File: config.mk
export PLATFORM = sky130hd
export DESIGN_NAME = aes_round_ctrl_flat
export DESIGN_NICKNAME = d
export VERILOG_FILES = /design/src/rtl/aes_round_if.sv /design/src/rtl/aes_round_ctrl.sv /design/src/flat_wrapper.sv
export SDC_FILE = /design/constraint.sdc
export NUM_CORES = 1
export LEC_CHECK = 0
export CORE_AREA = 5 5 304 306
export CTS_CLUSTER_SIZE = 14
export DETAILED_ROUTE_END_ITERATION = 8
export DIE_AREA = 0 0 309 311
export PLACE_DENSITY_LB_ADDON = 0.2
export SKIP_LAST_GASP = 1
export SLEW_MARGIN = 25
export SYNTH_ARGS = -nofsm -noshare
export SYNTH_HDL_FRONTEND = slang
export SYNTH_SLANG_ARGS = --single-unit
File: constraint.sdc
create_clock -name clk -period 1.7 [get_ports clk]
set_input_delay 0.34 -clock clk [delete_from_list [all_inputs] [get_ports clk]]
set_output_delay 0.34 -clock clk [all_outputs]
set_load 0.03 [all_outputs]
File: src/rtl/aes_round_if.sv
// Bus bundle between the AES round controller, its state registers and the round logic.
// The abort input exists only when AES_ROUND_ABORT_EN is defined.
interface aes_round_if;
  localparam int unsigned BLOCK_W = 128;
  localparam int unsigned IDX_W   = 4;

  logic               start;
  logic [BLOCK_W-1:0] in_block;
  logic [BLOCK_W-1:0] key0;
  logic [BLOCK_W-1:0] round_data;
  logic [BLOCK_W-1:0] curr_state;
  logic               out_ready;
  logic               in_ready;
  logic               state_we;
  logic [BLOCK_W-1:0] new_state;
  logic [IDX_W-1:0]   round_idx;
  logic               last_round;
  logic               out_valid;
  logic [BLOCK_W-1:0] out_block;
`ifdef AES_ROUND_ABORT_EN
  logic               abort;
`endif

  modport slave (
    input  start, in_block, key0, round_data, curr_state, out_ready,
    output in_ready, state_we, new_state, round_idx, last_round, out_valid, out_block
`ifdef AES_ROUND_ABORT_EN
    , input abort
`endif
  );

  modport master (
    output start, in_block, key0, round_data, curr_state, out_ready,
    input  in_ready, state_we, new_state, round_idx, last_round, out_valid, out_block
`ifdef AES_ROUND_ABORT_EN
    , output abort
`endif
  );
endinterface

File: src/rtl/aes_round_ctrl.sv
// Sequencer for an iterative AES encryption core: key whitening, NUM_ROUNDS round writes, output handshake.
// Optional feature macro: AES_ROUND_ABORT_EN (adds an abort input that cancels a block in flight).
module aes_round_ctrl #(
  parameter int unsigned NUM_ROUNDS = 10
) (
  input logic       clk,
  input logic       resetn,
  aes_round_if.slave bus
);
  localparam int unsigned BLOCK_W = 128;
  localparam int unsigned IDX_W   = 4;

  typedef enum logic [1:0] {IDLE, ROUND, DONE} state_t;

  state_t             state;
  state_t             state_nxt;
  logic [IDX_W-1:0]   round_cnt;
  logic [IDX_W-1:0]   round_cnt_nxt;
  logic               is_last;
  logic               abort_c;

`ifdef AES_ROUND_ABORT_EN
  assign abort_c = bus.abort;
`else
  assign abort_c = 1'b0;
`endif

  assign is_last = (round_cnt == IDX_W'(NUM_ROUNDS));

  // State and round counter registers
  always_ff @(posedge clk or negedge resetn) begin
    if (!resetn) begin
      state     <= IDLE;
      round_cnt <= '0;
    end else begin
      state     <= state_nxt;
      round_cnt <= round_cnt_nxt;
    end
  end

  // Next-state; counter parks at NUM_ROUNDS+1 in DONE and clears on return to IDLE
  always_comb begin
    state_nxt     = state;
    round_cnt_nxt = round_cnt;
    unique case (state)
      IDLE: begin
        if (bus.start) begin
          state_nxt     = ROUND;
          round_cnt_nxt = IDX_W'(1);
        end
      end
      ROUND: begin
        if (abort_c) begin
          state_nxt     = IDLE;
          round_cnt_nxt = '0;
        end else begin
          round_cnt_nxt = round_cnt + IDX_W'(1);
          if (is_last) state_nxt = DONE;
        end
      end
      DONE: begin
        if (abort_c || bus.out_ready) begin
          state_nxt     = IDLE;
          round_cnt_nxt = '0;
        end
      end
      default: begin
        state_nxt     = IDLE;
        round_cnt_nxt = '0;
      end
    endcase
  end

  // Outputs; the start write is gated by resetn so nothing is written while reset is held
  always_comb begin
    bus.in_ready   = (state == IDLE);
    bus.state_we   = 1'b0;
    bus.new_state  = '0;
    bus.out_valid  = 1'b0;
    bus.round_idx  = round_cnt;
    bus.last_round = (state == ROUND) && is_last;
    bus.out_block  = bus.curr_state;
    unique case (state)
      IDLE: begin
        if (bus.start && resetn) begin
          bus.state_we  = 1'b1;
          bus.new_state = bus.in_block ^ bus.key0;
        end
      end
      ROUND: begin
        if (!abort_c) begin
          bus.state_we  = 1'b1;
          bus.new_state = BLOCK_W'(bus.round_data);
        end
      end
      DONE: begin
        bus.out_valid = 1'b1;
      end
      default: begin
        bus.state_we = 1'b0;
      end
    endcase
  end
endmodule

File: src/flat_wrapper.sv
// flat-port wrapper written by rule: the top's interface ports become plain ports
module aes_round_ctrl_flat 
#(
  parameter int unsigned NUM_ROUNDS = 10
)
  (clk, resetn, bus_start, bus_in_block, bus_key0, bus_round_data, bus_curr_state, bus_out_ready, bus_in_ready, bus_state_we, bus_new_state, bus_round_idx, bus_last_round, bus_out_valid, bus_out_block);
  aes_round_if bus_i ();
  input logic clk;
  input logic resetn;
  input wire logic [$bits(bus_i.start)-1:0] bus_start;
  input wire logic [$bits(bus_i.in_block)-1:0] bus_in_block;
  input wire logic [$bits(bus_i.key0)-1:0] bus_key0;
  input wire logic [$bits(bus_i.round_data)-1:0] bus_round_data;
  input wire logic [$bits(bus_i.curr_state)-1:0] bus_curr_state;
  input wire logic [$bits(bus_i.out_ready)-1:0] bus_out_ready;
  output wire logic [$bits(bus_i.in_ready)-1:0] bus_in_ready;
  output wire logic [$bits(bus_i.state_we)-1:0] bus_state_we;
  output wire logic [$bits(bus_i.new_state)-1:0] bus_new_state;
  output wire logic [$bits(bus_i.round_idx)-1:0] bus_round_idx;
  output wire logic [$bits(bus_i.last_round)-1:0] bus_last_round;
  output wire logic [$bits(bus_i.out_valid)-1:0] bus_out_valid;
  output wire logic [$bits(bus_i.out_block)-1:0] bus_out_block;
  assign bus_i.start = bus_start;
  assign bus_i.in_block = bus_in_block;
  assign bus_i.key0 = bus_key0;
  assign bus_i.round_data = bus_round_data;
  assign bus_i.curr_state = bus_curr_state;
  assign bus_i.out_ready = bus_out_ready;
  assign bus_in_ready = bus_i.in_ready;
  assign bus_state_we = bus_i.state_we;
  assign bus_new_state = bus_i.new_state;
  assign bus_round_idx = bus_i.round_idx;
  assign bus_last_round = bus_i.last_round;
  assign bus_out_valid = bus_i.out_valid;
  assign bus_out_block = bus_i.out_block;
  aes_round_ctrl #(.NUM_ROUNDS(NUM_ROUNDS)) u_core (.clk(clk), .resetn(resetn), .bus(bus_i));
endmodule
Word-level counts from Yosys, hierarchy flattened --
Index checks and enable logic that the tools add are counted.
Word-level totals: ROM bits 0, logic and storage cells 27, input port bits 516, memory bits (writable) 0, output and inout port bits 264, memories 0, register bits after elaboration 6, bits in latches 0
Operators by class: bitwise logic cells 1, multipliers 0, eq/ne operators 6, divide/modulo/power cells 0, mux-type cells 12, shift operators 0, $lt $le $gt $ge 0, reductions and logical operators 5, $add $sub $neg 1
Operators with widths (number):
- $pmux 128 s2 | 1
- $mux 128 | 1
- $xor 128x128->128 | 1
- $pmux 4 s3 | 1
- $mux 4 | 2
- $mux 2 | 3
- $pmux 2 s3 | 1
- $add 4x1->4 const B | 1
- $eq 4x4->1 const B | 1
- $ne 2x2->1 const B | 2
- $reduce_and 3->1 | 1
- $eq 2x1->1 const B | 1
- $eq 2x2->1 const B | 1
- $logic_and 1x1->1 | 2
- $logic_not 2->1 | 1
- $mux 1 | 2
- $ne 2x1->1 const B | 1
- $pmux 1 s2 | 1
- $reduce_and 2->1 | 1

Depth between registers and ports, before layout --
Gate-level depths: netlist of the first run.
word-level depth 3, mapped depth 7, gate-level depth less buffers 5

Worst setup path before layout of the first run --
OpenSTA, ideal clock, no wires.
path type reg2out, start point register u_core.state[1], end point output port bus_new_state[0], arrival time 1499 ps, cell stages (with the launch flop) 7, path slack -139 ps, path buffers 3, cells stage by stage dfrtp_1 > buf_6 > nor2_4 > and3_4 > buf_6 > buf_6 > a22o_1
Between the ends: cells in the longest elaborated chain, start to end 2, elaborated cells on any way between the ends 3, those cells by class 1 x eq/ne; 1 x mux; 1 x reduce/logical
RTL lines:
- from (decl) | RTL line aes_round_ctrl.sv:15 | state_t state;
- from (signal assigned) | RTL line aes_round_ctrl.sv:36 | state <= state_nxt;
- $logic_not 2->1
- via bus_in_ready | RTL line flat_wrapper.sv:16 | output wire logic [$bits(bus_i.in_ready)-1:0] bus_in_ready;
- $pmux 128 s2 | RTL line aes_round_ctrl.sv:83 | unique case (state)
- to (decl) | RTL line flat_wrapper.sv:18 | output wire logic [$bits(bus_i.new_state)-1:0] bus_new_state;
The timed path passes the listed nets, and every way through them passes these cells.

Final worst setup path of the first run --
start point register u_core.state[0], end point output port bus_new_state[3]
Between the ends: cells in the longest elaborated chain, start to end 2, elaborated cells on any way between the ends 3, those cells by class 1 x eq/ne; 1 x mux; 1 x reduce/logical
RTL lines (RTL line):
- $eq 2x1->1 or $logic_not 2->1 (tied branches) | aes_round_ctrl.sv:83
- $pmux 128 s2 * | aes_round_ctrl.sv:83
Mark *: on every way between the ends. The rest lies on a longest branch, timed or not.

==> results of run 1 <==
state kept, by name, summed over array words and instances, names as in the netlist:
register and flops:
u_core.bus.round_idx 4, u_core.state 2
cell families (layout without fill, tap and decap cells):
| group | Yosys count | count (layout) | share of synthesized area, % |
|---|---|---|---|
| other | 0 | 1 | 0 |
| adder cells (fa/ha/maj) | 2 | 2 | 0.6543 |
| AO/OA/AOI/OAI | 136 | 136 | 30.76 |
| XOR/XNOR | 130 | 130 | 29.78 |
| AND/OR/NAND/NOR | 16 | 16 | 2.945 |
| buffers and inverters | 162 | 587 | 31.94 |
| flip-flops | 6 | 6 | 3.927 |
layout make-up:
cell class	instances	area (um2)	area share [%]
Timing Repair Buffer	581	6073	57.72
Multi-Input combinational cell	284	2738	26.02
Tap cell	1176	1471	13.99
Sequential cell	6	150.1	1.427
Clock buffer	3	75.07	0.7135
Inverter	3	11.26	0.1070
Antenna cell	1	2.502	0.02378
metrics by stage:
| step | worst slack [ns] | power, uW | cell area, um2 | instances |
|---|---|---|---|---|
| 6_report | -0.3643 | 8741 | 10520 | 2054 |
| 5_1_grt | -0.4268 | 9233 | 10520 | 2053 |
| 4_1_cts | -0.4202 | 8211 | 10140 | 2037 |
| 3_5_place_dp | -0.4432 | 7720 | 9953 | 2027 |
| 3_3_place_gp | -0.4265 | 7738 | 9953 | 2027 |
| 2_1_floorplan | -0.04721 | 4560 | 4056 | 452 |
report_power, final:
group,switching [uW],internal (uW)
Sequential,73.2,205
Clock,86.4,303
Combinational,3910,4170
Total,4070,4670
final timing paths:
kind / startpoint / end / depth (start not counted)
min in group clk: bus_start / u_core.bus.round_idx[2] / 3
max reg2reg: u_core.state[1] / u_core.bus.round_idx[2] / 6
max: u_core.state[0] / bus_new_state[3] / 6
max in group asynchronous: resetn / u_core.state[1] / 2
min reg2reg: u_core.bus.round_idx[1] / u_core.bus.round_idx[1] / 2
min: resetn / u_core.bus.round_idx[3] / 2
cell usage after synthesis:
master	instances	area (um2)
buf_4	129	968.4
nand4b_1	1	8.760
nand3_1	1	5.000
clkbuf_1	2	7.510
buf_6	15	168.9
a22o_1	128	1121
nand2_1	1	3.750
a22oi_1	1	7.510
nor3b_1	1	7.510
xnor2_1	1	8.760
nor2_4	1	11.26
nor2_1	2	7.510
inv_1	3	11.26
or2_2	2	12.51
ha_1	2	25.02
nor4b_1	1	8.760
o21ai_0	2	10.01
a21oi_1	2	10.01
o41ai_1	1	8.760
dfrtp_1	6	150.1
a221oi_1	1	8.760
nand2b_1	1	6.260
nor2b_1	2	12.51
nor3_1	1	5.000
nor3b_2	1	12.51
buf_2	13	65.06
and3_4	1	11.26
a21bo_1	1	10.01
xor2_1	129	1130
layer usage:
layer	vias up	track usage, %	share of wire [%]
met4	12	2.270	3.8
met2	434	11.65	47
met3	91	3.512	13
li1	2333	-	-
met5	-	0	0.21
met1	2274	7.294	36
repair_timing:
| action | CTS | global route |
|---|---|---|
| setup buffers | 6 | 6 |
| endpoints found under the setup margin | 133 | 134 |
| resized for setup | 6 | 28 |
| gates cloned | 1 | 10 |
| hold endpoints to repair | 0 | 0 |
==> out/results.tsv, run 1 <==
stage	metric	value	unit
status	violations	setup timing	
detailed_routing	drc	0	
detailed_routing	postRouteAntennaNets	0	
yosys	yosysWarnings	0	
global_routing	gr-usage-all-layers	6.830	%
setup_path	end_kind	primary output	
sta	fin_worst_hold_slack	0.1560	ns
min_path	min_path_type	primary input to async pin	
setup_path	worstPathRequired	1.36	ns
sta	skew	0.0005699	ns
status	outcome	complete, but fails checks	
sta	slew_viol_final	0	
setup_path	crit_family	buffers and inverters	
cells_and_area	final_util	11.78	%
sta	post-route-period-util	121.4	%
clock_network	hold_buffers	0	
detailed_routing	first_iter_violations	107	
sta	rsz0062_at_grt	true	
global_routing	grt_antenna_before_repair	13	
yosys	yosysUniqueCellTypes	29	
sta	tightestPinTransition	0.3371	ns
setup_path	critPathSlowestCell	dfrtp_1	
yosys	ys_seq_area_share	3.927	%
detailed_routing	wl_per_cell	18.94	um
sta	hold_viol_final	0	
cells_and_area	fillers	10240	
setup_path	critPathKind	flip-flop to primary output	
global_routing	grt_max_degree	56	
setup_path	timing.critical_path.buf_inv	3	
sta	setup_viol	133	
setup_path	crit_chain	nor2_4 > and3_4 > buf_4 > buf_16 > a22o_2 > buf_4	
cells_and_area	final_common_cell	clkdlybuf4s50_1	
clock_network	clock_latency	0.23	ns
power	power_density	830.8	nW/um2
setup_path	start_kind	flip-flop	
sta	fin_ws	-0.3643	ns
floorplan	core	89320	um2
yosys	synth_cells	452	
floorplan	io_pins	780	
setup_path	critPathMaxStageDelay	0.39	ns
sta	max-slew-margin-rel	77.43	%
floorplan	core.rowCount	110	
yosys	ys_seq_elements	6	
detailed_routing	dr.pass1.iters	4	
global_routing	grt_pass1_wl	46250	um
setup_path	critPathMostFrequentCell	buf_4	
detailed_routing	wl	38900	um
detailed_routing	via_count	5144	
yosys	synth.cell_area	3824	um2
setup_path	worstPathArrival	1.72	ns
sta	fin_tns_setup	-41.16	ns
cells_and_area	syn_to_final_growth	175.2	%
clock_network	cts_buffers	3	
run	drv_cap	0	
yosys	syn_avg_cell_area	8.459	um2
clock_network	htree_levels	1	
place	dp_hpwl	32910	um
clock_network	clk_pin_slew	0.03	ns
power	leakage	0.004003	uW
cells_and_area	drive_gt1_share	36.49	%
yosys	synth_fp_nets	970	
floorplan	fp.dieW	309	um
cells_and_area	fin_nets	1397	
cells_and_area	final_cell_mix	clkdlybuf4s50_1 (388), xor2_1 (129), buf_4 (127)	
place	io_buffer_count	523	
clock_network	cts_tree	done	
setup_path	ff2ff_setup_slack	0.28	ns
clock_network	clkSinkCount	6	
sta	post-route-min-period	2.064	ns
floorplan	dieHeight	311	um
floorplan	dieArea	96100	um2
floorplan	start_util	4.281	%
sta	fmax	484.4	MHz
global_routing	grt-ovfl-total	0	
detailed_routing	via_per_inst	2.504	
setup_path	crit_fanout	28	
global_routing	grt_pass1_vias	5621	
clock_network	cts_root_buf	clkbuf_16	
power	ir_drop	0.4328	mV
clock_network	clock_path_buffers	2	
place	gp_congestion	0.7356	
Power figures use the tool's default switching activity.
==> run 2: changes to the inputs <==
ABC_AREA = 1   (was unset)
ABC_CLOCK_PERIOD_IN_PS = 1700   (was unset)
CORE_AREA = 5 5 301 303   (was 5 5 304 306)
DIE_AREA = 0 0 306 308   (was 0 0 309 311)
REMOVE_ABC_BUFFERS = 1   (was unset)
==> run 2 against run 1 <==
Critical path depth up 3. The run still ends with setup timing left. Power up 31%. Synthesized area down 1.9%. Combinational power up 34%.
==> out/results.tsv, run 2 <==
stage	metric	value	unit	change
status	outcome	complete, but fails checks		unchanged
status	violations	setup timing		unchanged
clock_network	clock_latency	0.23	ns	about the same
place	place_area	9808	um2	was 9953 um2
clock_network	clock_path_buffers	2		unchanged
floorplan	dieArea	94250	um2	was 96,100 um2
cells_and_area	largest_reg_flops	4		unchanged
power	power.switching	5701	uW	was 4068 uW
place	gp_congestion	0.7973		was 0.7356
power	p_int	5786	uW	was 4673 uW
global_routing	grt_antenna_before_repair	17		was 13
clock_network	clk_pin_slew	0.03	ns	about the same
global_routing	grt_pass1_vias	6494		was 5,621
yosys	synth_compound_area_share	18.24	%	was 30.76%
cells_and_area	final_cell_mix	clkdlybuf4s50_1 (386), xnor2_1 (128), nand2_1 (109)		was clkdlybuf4s50_1 (388), xor2_1 (129), buf_4 (127)
yosys	ys_seq_elements	6		unchanged
detailed_routing	drc	0		unchanged
detailed_routing	via_per_inst	2.847		was 2.504
setup_path	crit_fanout	8		was 28
yosys	synth_xor_area_share	29.88	%	was 29.78%
cells_and_area	drive_gt1_share	30.77	%	was 36.49%
detailed_routing	wl_per_cell	27.58	um	was 18.94 um
yosys	ys_seq_area_share	4.001	%	was 3.927%
sta	skew	0.002005	ns	was 0.0005699 ns
power	power_frac_seq	2.3	%	was 3.2%
yosys	synthFlopType	dfrtp_1		unchanged
sta	max-slew-margin-rel	70.87	%	was 77.43%
setup_path	worstPathRequired	1.36	ns	about the same
global_routing	grt_pass1_wl	72390	um	was 46,250 um
global_routing	grt_max_degree	60		was 56
floorplan	start_util	4.279	%	was 4.281%
global_routing	grt-ovfl-total	0		unchanged
sta	fin_worst_hold_slack	0.2545	ns	was 0.1560 ns
yosys	synthAdderAreaFrac	0.6669	%	was 0.6545%
yosys	yosysTopAreaCell	xnor2_1		was xor2_1
floorplan	fp.dieW	306	um	was 309 um
power	pwr-share-clk	3.3	%	was 4.5%
setup_path	ff2ff_setup_slack	0.01	ns	was 0.28 ns
place	io_buffer_count	523		unchanged
detailed_routing	postRouteAntennaNets	0		unchanged
sta	tightestPinTransition	0.4338	ns	was 0.3371 ns
yosys	synth.most_common_cell	nand2_1		
sta	setup_viol	130		was 133
sta	rsz0062_at_grt	true		unchanged
floorplan	core	87690	um2	was 89,320 um2
sta	fmax	475.4	MHz	was 484.4 MHz
power	p_sw_share	49.63	%	was 46.54%
min_path	min_path_type	primary input to async pin		unchanged
clock_network	cts_tree	done		unchanged
yosys	yosys-top-cells-count	nand2_1 (145), buf_4 (129), xnor2_1 (128), o21ai_0 (120), buf_2 (10)		was buf_4 (129), xor2_1 (129), a22o_1 (128), buf_6 (15), buf_2 (13)
yosys	synth_area_leaders	xnor2_1 (30%), buf_4 (26%), o21ai_0 (16%)		was xor2_1 (30%), a22o_1 (29%), buf_4 (25%)
cells_and_area	diodes	0		was 1
detailed_routing	first_iter_violations	239		was 107
power	p_comb_share	94.4	%	was 92.4%
yosys	yosysWarnings	0		unchanged
yosys	synth.top_cell.area_share	29.88	%	was 29.55%
clock_network	htree_levels	1		unchanged
yosys	yosys.area_share.simple	16.77	%	was 2.945%
setup_path	critPathKind	flip-flop to primary output		unchanged
clock_network	cts_buffers	3		unchanged
sta	fin_ws	-0.4033	ns	was -0.3643 ns
sta	fin_tns_setup	-43.59	ns	was -41.16 ns
yosys	yosysUniqueCellTypes	24		was 29
global_routing	gr-usage-all-layers	11.74	%	was 6.830%
sta	hold_viol_final	0		unchanged
place	pre_cts_ws	-0.5613	ns	was -0.4432 ns
setup_path	critPathMaxStageDelay	0.39	ns	about the same
yosys	synth-edff-count	0		unchanged
clock_network	clkSinkCount	6		unchanged
setup_path	critPathSlowestCell	dfrtp_1		unchanged
floorplan	dieHeight	308	um	was 311 um
sta	slew_viol_final	0		unchanged
yosys	synth_top_family_by_area	buffers and inverters		unchanged
setup_path	crit_family	buffers and inverters		unchanged
yosys	synthArstFlopShare	100.0	%	unchanged
setup_path	timing.critical_path.buf_inv	6		was 3
power	leakage	0.004232	uW	was 0.004003 uW
cells_and_area	fin_nets	1560		was 1,397
power	ir_drop	0.4564	mV	was 0.4328 mV
setup_path	start_kind	flip-flop		unchanged
place	dpl.cell_count	2169		was 2,027
floorplan	io_pins	780		unchanged
yosys	syn_avg_cell_area	6.392	um2	was 8.459 um2
detailed_routing	wl	60810	um	was 38,900 um
yosys	synth.cell_area	3752	um2	was 3824 um2
cells_and_area	fin_cells	2205		was 2,054
sta	post-route-period-util	123.7	%	was 121.4%
setup_path	rr_worst_depth	10		was 6
setup_path	worstPathArrival	1.76	ns	was 1.72 ns
setup_path	path_depth	9		was 6
setup_path	critPathMostFrequentCell	clkbuf_16		was buf_4
detailed_routing	via_count	6277		was 5,144
cells_and_area	syn_to_final_growth	202.4	%	was 175.2%
clock_network	cts_root_buf	clkbuf_16		unchanged
place	dp_hpwl	49540	um	was 32,910 um
yosys	synth.mux.area_fraction	0	%	unchanged
floorplan	core.rowCount	109		was 110
detailed_routing	dr.pass1.iters	4		unchanged
cells_and_area	final_common_cell	clkdlybuf4s50_1		unchanged
power	power_density	1012	nW/um2	was 830.8 nW/um2
sta	post-route-min-period	2.103	ns	was 2.064 ns
setup_path	crit_chain	buf_6 > nor2_4 > buf_8 > buf_12 > clkbuf_16 > clkbuf_16 > nand2_1 > o21ai_1 > buf_4		was nor2_4 > and3_4 > buf_4 > buf_16 > a22o_2 > buf_4
clock_network	hold_buffers	0		unchanged
run	drv_cap	0		unchanged
setup_path	end_kind	primary output		unchanged
cells_and_area	finalInstanceArea	11350	um2	was 10,520 um2
yosys	synth_cells	587		was 452
[run 2: metrics by stage]
stage               util, %  total power [uW]
floorplan                 -              3900
global placement      11.18              8820
detailed placement    11.18              8759
CTS                   12.05             10510
global route          12.94             12210
finish                12.94             11490
[run 2: power by group through the flow]
stage	Clock [uW]	Sequential, uW	Combinational [uW]
final	380	261	10800
after global routing	401	275	11500
after CTS	390	263	9860
after detailed placement	0	264	8490
after global placement	0	262	8560
after floorplan	0	371	3530
[run 2: layer usage]
layer	vias to the layer above	wire (um)	global-route usage (%)
li1	2662	-	-
met1	2728	21570	11.39
met2	771	22040	15.41
met3	64	15050	14.88
met4	52	396	0.6124
met5	-	1750	10.47
[run 2: final timing paths]
kind,to,start
min reg2reg,u_core.bus.round_idx[3],u_core.bus.round_idx[3]
max in group asynchronous,u_core.state[0],resetn
min in group clk,u_core.bus.round_idx[3],u_core.bus.round_idx[3]
max,bus_new_state[124],u_core.state[1]
max reg2reg,u_core.bus.round_idx[1],u_core.state[1]
min,u_core.bus.round_idx[1],resetn
[run 2: what timing repair did]
item,4_1_cts,5_1_grt
gates resized for setup,158,143
pin swaps,10,27
setup buffers,10,9
gates cloned,7,9
setup endpoints to repair,130,134
[run 2: cells by family after synthesis]
| family | count (synthesis) |
|---|---|
| buf+inv | 162 |
| simple gates | 159 |
| compound gates | 130 |
| xor+xnor | 128 |
| flops | 6 |
| fa+ha+maj | 2 |
[run 2: layout make-up]
class,instances,area (um2)
well taps,1165,1458
repair buffers,606,6573
clock buffers,3,75.07
multi-input cells,419,3059
inverters,6,30.03
fillers,10100,76350
flip-flops and latches,6,151.4
[run 2: worst register-to-register path, cell delays in order, from the launching register on]
cell,delay (ns)
dfrtp_1,0.39
buf_6,0.13
nor2_4,0.12
buf_4,0.13
buf_12,0.14
buf_12,0.17
inv_8,0.04
buf_4,0.12
buf_4,0.13
or2_1,0.20
nand2_1,0.06
